--- config.mk ---
export PLATFORM = sky130hd
export DESIGN_NAME = mac_array_ctrl
export DESIGN_NICKNAME = d
export VERILOG_FILES = /design/src/rtl/mac_array_ctrl.sv
export SDC_FILE = /design/constraint.sdc
export NUM_CORES = 1
export LEC_CHECK = 0
export ABC_AREA = 0
export BUFFER_PORTS_ARGS = -buffer_cell sky130_fd_sc_hd__buf_4
export CAP_MARGIN = 5
export CELL_PAD_IN_SITES_DETAIL_PLACEMENT = 1
export CELL_PAD_IN_SITES_GLOBAL_PLACEMENT = 2
export CORE_UTILIZATION = 37
export DETAILED_ROUTE_END_ITERATION = 10
export PLACE_DENSITY_LB_ADDON = 0.1
export SYNTH_ARGS = -nofsm -noshare
export SYNTH_HDL_FRONTEND = slang
export SYNTH_SLANG_ARGS = --single-unit
export TNS_END_PERCENT = 50
--- constraint.sdc ---
create_clock -name clk -period 4.1 [get_ports clk]
set_input_delay 0.41 -clock clk [delete_from_list [all_inputs] [get_ports clk]]
set_output_delay 0.41 -clock clk [all_outputs]
set_load 0.005 [all_outputs]
--- src/rtl/mac_array_ctrl.sv ---
// mac_array_ctrl: streams key then query SRAM reads into the MAC array, stalls queries on FIFO back-pressure, drains, then pulses done
module mac_array_ctrl #(
  parameter int col = 8,
  parameter int aw = 6,
  parameter int qw = 5,
  parameter int key_base = 0,
  parameter int query_base = 16,
  parameter int load_len = col + 2,
  parameter int drain_len = col + 3
) (
  input  logic          clk,
  input  logic          reset,
  input  logic          start,
  input  logic [qw-1:0] num_q,
  input  logic          ofifo_full,
  output logic          mem_cen,
  output logic [aw-1:0] mem_addr,
  output logic [1:0]    inst,
  output logic          busy,
  output logic          done
);
  localparam int kw = load_len > 1 ? $clog2(load_len) : 1;
  localparam int dw = drain_len > 1 ? $clog2(drain_len) : 1;
  typedef enum logic [2:0] {idle, load, exec, drain, fin} state_t;
  state_t state_q, state_d;
  logic [kw-1:0] k_q, k_d;
  logic [dw-1:0] dc_q, dc_d;
  logic [qw-1:0] i_q, i_d, nq_q, nq_d;
  logic [aw-1:0] addr_q, addr_d;
  logic [1:0] inst_q, inst_d;
  logic cen_q, cen_d, busy_q, busy_d, done_q, done_d, issue;
  assign mem_cen = cen_q | (state_q == exec && ofifo_full);
  assign issue = ~mem_cen;
  assign mem_addr = addr_q;
  assign inst = inst_q;
  assign busy = busy_q;
  assign done = done_q;
  always_comb begin
    state_d = state_q;
    k_d = k_q;
    dc_d = dc_q;
    i_d = i_q;
    nq_d = nq_q;
    addr_d = addr_q;
    cen_d = cen_q;
    busy_d = busy_q;
    done_d = 1'b0;
    inst_d = issue ? (state_q == load ? 2'b01 : 2'b10) : 2'b00;
    case (state_q)
      idle: if (start) begin
        state_d = load;
        nq_d = num_q;
        i_d = '0;
        k_d = '0;
        cen_d = 1'b0;
        addr_d = aw'(key_base);
        busy_d = 1'b1;
      end
      load: if (k_q == kw'(load_len - 1)) begin
        state_d = nq_q == '0 ? drain : exec;
        cen_d = nq_q == '0;
        addr_d = aw'(query_base);
        dc_d = '0;
      end else begin
        k_d = k_q + 1'b1;
        addr_d = aw'(key_base) + aw'(k_q) + aw'(1);
      end
      exec: if (!ofifo_full) begin
        if (i_q == nq_q - 1'b1) begin
          state_d = drain;
          cen_d = 1'b1;
          dc_d = '0;
        end else begin
          i_d = i_q + 1'b1;
          addr_d = aw'(query_base) + aw'(i_q) + aw'(1);
        end
      end
      drain: if (dc_q == dw'(drain_len - 1)) begin
        state_d = fin;
        busy_d = 1'b0;
        done_d = 1'b1;
        addr_d = '0;
      end else begin
        dc_d = dc_q + 1'b1;
      end
      default: state_d = idle;
    endcase
  end
  always_ff @(posedge clk) begin
    if (reset) begin
      state_q <= idle;
      k_q <= '0;
      dc_q <= '0;
      i_q <= '0;
      nq_q <= '0;
      addr_q <= '0;
      cen_q <= 1'b1;
      inst_q <= 2'b00;
      busy_q <= 1'b0;
      done_q <= 1'b0;
    end else begin
      state_q <= state_d;
      k_q <= k_d;
      dc_q <= dc_d;
      i_q <= i_d;
      nq_q <= nq_d;
      addr_q <= addr_d;
      cen_q <= cen_d;
      inst_q <= inst_d;
      busy_q <= busy_d;
      done_q <= done_d;
    end
  end
endmodule

* Word-level counts from Yosys, hierarchy flattened
Cells that the tools add are included.
** Word-level totals
- Bits in registers :: 32
- Input bits :: 9
** Cells by class
- Bitwise operators :: 2
- Equality and inequality tests :: 14
- Reductions and logical operators :: 19
- Add/subtract/negate cells :: 7
- Mux-type cells :: 35
** Operator list (number)
- $mux 4 :: 6
- $mux 6 :: 4
- $pmux 6 s4 :: 1
- $mux 5 :: 4
- $reduce_and 5->1 :: 4
- $mux 3 :: 5
- $ne 2x2->1 const B :: 6
- $pmux 3 s4 :: 1
- $pmux 4 s3 :: 1
- $pmux 5 s2 :: 1
- $add 4x1->4 const B :: 2
- $eq 4x4->1 const B :: 2
- $mux 1 :: 8
- $pmux 4 s2 :: 1
- $add 5x5->6 const A :: 1
- $add 6x1->6 const B :: 1
- $eq 3x2->1 const B :: 2
- $reduce_and 3->1 :: 2
- $reduce_bool 2->1 :: 3
- $reduce_bool 3->1 :: 2
- $add 4x1->5 const B :: 1
- $add 5x1->5 const B :: 1
- $eq 5x5->1 :: 1
- $logic_not 5->1 :: 1
- other kinds (14) :: 16

* Logic depth before layout (Yosys ltp)
- Depth in word-level cells :: 5
- Gate-level depth with buffers :: 8

* Least setup slack after synthesis
No wires, ideal clock.
- Path kind :: reg2reg
- Start point :: reg nq_q[0]
- End point :: reg i_q[0]
- Setup slack :: 2.234 ns
- Period minus slack after synthesis :: 1.866 ns
- Path buffers :: 0
- Data arrival time :: 1.795 ns
- Cell stages (with the launch flop) :: 8
- Data required time :: 4.029 ns
- Cells stage by stage :: dfxtp_1 -> inv_1 -> ha_1 -> and3_1 -> o2bb2ai_1 -> a2111oi_4 -> or4_1 -> a21oi_1
** Between the ends
- Word-level cells in the longest chain between the ends :: 4
** RTL lines
- from (decl) :: RTL line 28 : logic [qw-1:0] i_q, i_d, nq_q, nq_d;
- from (signal assigned) :: RTL line 106 : nq_q <= nq_d;
- $sub 5x1->5 :: RTL line 69 : if (i_q == nq_q - 1'b1) begin
- $eq 5x5->1 :: RTL line 69
- $ne 2x2->1 (no source line)
- $reduce_and 4->1 (no source line)
- to (signal assigned) :: RTL line 105 : i_q <= i_d;
- to (decl) :: RTL line 28
No other way between the ends.
A chain may end at the register's enable or synchronous reset.

* Final worst setup path
- Start point :: reg state_q[1]
- End point :: out mem_cen
** Between the ends
- Word-level cells in the longest chain between the ends :: 3
** RTL lines
- from (decl) :: RTL line 25 : state_t state_q, state_d;
- from (signal assigned) :: RTL line 91 : state_q <= idle;
- from (signal assigned) :: RTL line 102 : state_q <= state_d;
- $eq 3x2->1 :: RTL line 32 : assign mem_cen = cen_q | (state_q == exec && ofifo_full);
- $logic_and 1x1->1 :: RTL line 32
- $or 1x1->1 :: RTL line 32
- to (decl) :: RTL line 16 : output logic mem_cen,
No other way between the ends.

==> results.cfg <==
[status]
outcome = complete, no violations

[yosys]
netlist_area_mm2 = 0.00184
synth_warnings = 0
yosys.area.top_type = dfxtp_1
synth-seq-area-share = 0.347
syn_area_per_cell_um2 = 8.50
yosys_register_bits = 32
synth.area.top_cells = dfxtp_1 (35%), a21oi_1 (6.0%), nand2_1 (4.7%)
synth_nets = 232
synth_cells = 217
ys_types = 55
post-synth-top-count-cell = dfxtp_1
async_reset_ff_frac = 0
synth_top_area_frac = 0.347
synth_flop_cell = dfxtp_1
synth_edf_count = 0
synthTopCellsByCount = dfxtp_1 (32), nand2_1 (23), a21oi_1 (22)

[critical_path]
r2r-end = mem_addr[1]
startpoint = state_q[1]
startpoint_type = flip-flop
timing.reg2reg.setup_slack_ns = 1.82
cp.arrival_ns = 1.97
critical_path_class = flip-flop to output pin
required_ns = 3.69
r2r_start = dc_q[0]
critical_path.endpoint_type = output pin
r2r_cells = 7
worstPathMaxFanout = 10

[layout]
fillers = 571
drive_above_1_share = 0.158
multiInputGateArea_mm2 = 0.00113
syn_to_final_growth_pct = 14.7
final_nets = 248
antenna_cells = 0
regArea_um2 = 641

[drt]
via_per_inst = 5.70
drcViolationCount = 0
routed_wl_mm = 5.27
wl_per_cell_um = 17.5
postRouteAntennaNets = 0
vias = 1716
drt_iter0_drc = 98
drt_pass1_iterations = 4

[run]
drv_cap = 0

[floorplanning]
core_mm2 = 0.00475
placementRows = 25
fp.dieW_um = 72.6
initial_core_util = 0.388
die-area_mm2 = 0.00527
fp.dieH_um = 72.6
ios = 20

[global_routing]
grt_pass1_vias = 1730
grt_overflow_total = 0
antenna_found_initial = 0
grt_max_degree = 29
track_usage = 0.219
grt_pass1_wl_mm = 8.74

[timing]
min_period_over_period = 0.581
hold_viol = 0
skew_ns = 0.00765
slew_violations = 0
fmaxAchievable_mhz = 420
tightest_slew_ns = 0.894
setup_violations = 0
slew_headroom = 0.399
whs_ns = 0.368
fin_crit_ns = 2.38
rsz0062_at_grt = no
tns_ns = 0

[hold_path]
hold_end = nq_q[0]
hold_path.class = input pin to flip-flop
timing.hold.worst.start = num_q[0]
min_path_cells = 3

[clock_network]
root_buffer = clkbuf_8
clockBufferDepth = 2
clock-sinks = 32
cts.htree.levels = 2
cts_tree = done
cts_resized = 0
hold_buffers = 0
cts_buffers = 5
cts_setup_buffers = 0
cts.reportedPaths.clkPinSlew_ns = 0.06
clock_latency_ns = 0.29

[place]
io_buffers = 19
dp_hpwl_mm = 3.93
gp_congestion = 0.873

[power_and_ir_drop]
ir_worst_vdd_uv = 223
powerDensity_mw_per_mm2 = 536
power_leakage_nw = 0.785
==> cells by family after synthesis <==
family                     share of synthesized area
and+or+nand+nor                                0.216
xor gates and xnor gates                      0.0719
buffers and inverters                         0.0421
muxes                                         0.0170
AOI/OAI and AO/OA                              0.265
DFF                                            0.347
adders and majority gates                     0.0407
==> cells in the final DEF (no fill, tap or decap), drive strengths merged, types with 3 or more instances in the layout <==
cell / count
a31oi: 4
inv: 8
a2111oi: 4
dfxtp: 32
nor3: 15
xor2: 9
a21oi: 23
a21o: 3
xnor2: 4
a211oi: 3
nor2: 13
buf: 19
nor4: 4
nand2: 23
nor3b: 3
clkbuf: 6
o21ai: 8
o211ai: 5
ha: 6
nand3: 7
==> power breakdown <==
part	internal [W]	switching (W)	total [W]
combinational	0.000177	0.000280	0.000457
sequential	0.000363	0.0000611	0.000424
clock	0.000134	0.000119	0.000253
==> final cells by class <==
class,count,area share
sequential,32,0.303
multi-input combinational,167,0.532
inverter,8,0.0142
clock buffer,6,0.0390
tap,67,0.0396
clock inverter,2,0.00473
timing repair buffer,19,0.0674
==> per-layer routing <==
layer / global-route usage / up-vias / wire [µm]
li1: - / 829 / -
met1: 0.289 / 847 / 2510
met2: 0.358 / 31 / 2520
met3: 0.0497 / 9 / 151
met4: 0.0654 / 0 / 80
met5: 0 / - / 0
==> critical path: stages (launching register included) <==
cell	delay (ns)
dfxtp_1	0.50
inv_1	0.22
nor3_2	0.58
a21o_1	0.26
buf_4	0.13
==> worst max-delay path by stage <==
stage / endpoint / cells past startpoint
2_1_floorplan: i_q[0] / 7
3_3_place_gp: mem_addr[1] / 7
3_5_place_dp: mem_addr[1] / 7
4_1_cts: mem_cen / 4
5_1_grt: mem_cen / 4
6_report: mem_cen / 4
==> metrics by stage <==
stage | util | area [µm²] | worst slack [ns] | instances | power [W]
2_1_floorplan | - | 1840 | 2.23 | 217 | 0.000737
3_3_place_gp | 0.426 | 2020 | 1.93 | 293 | 0.000867
3_5_place_dp | 0.426 | 2020 | 1.84 | 293 | 0.000885
4_1_cts | 0.445 | 2120 | 1.71 | 301 | 0.00114
5_1_grt | 0.445 | 2120 | 1.56 | 301 | 0.00121
6_report | 0.445 | 2120 | 1.72 | 301 | 0.00113
==> flip-flops by register name, indices dropped and copies added, names as in the netlist <==
register,flops
mem_addr,6
i_q,5
nq_q,5
dc_q,4
k_q,4
state_q,3
inst,2
busy,1
cen_q,1
done,1
No activity file was read; power rests on OpenSTA's default activity.
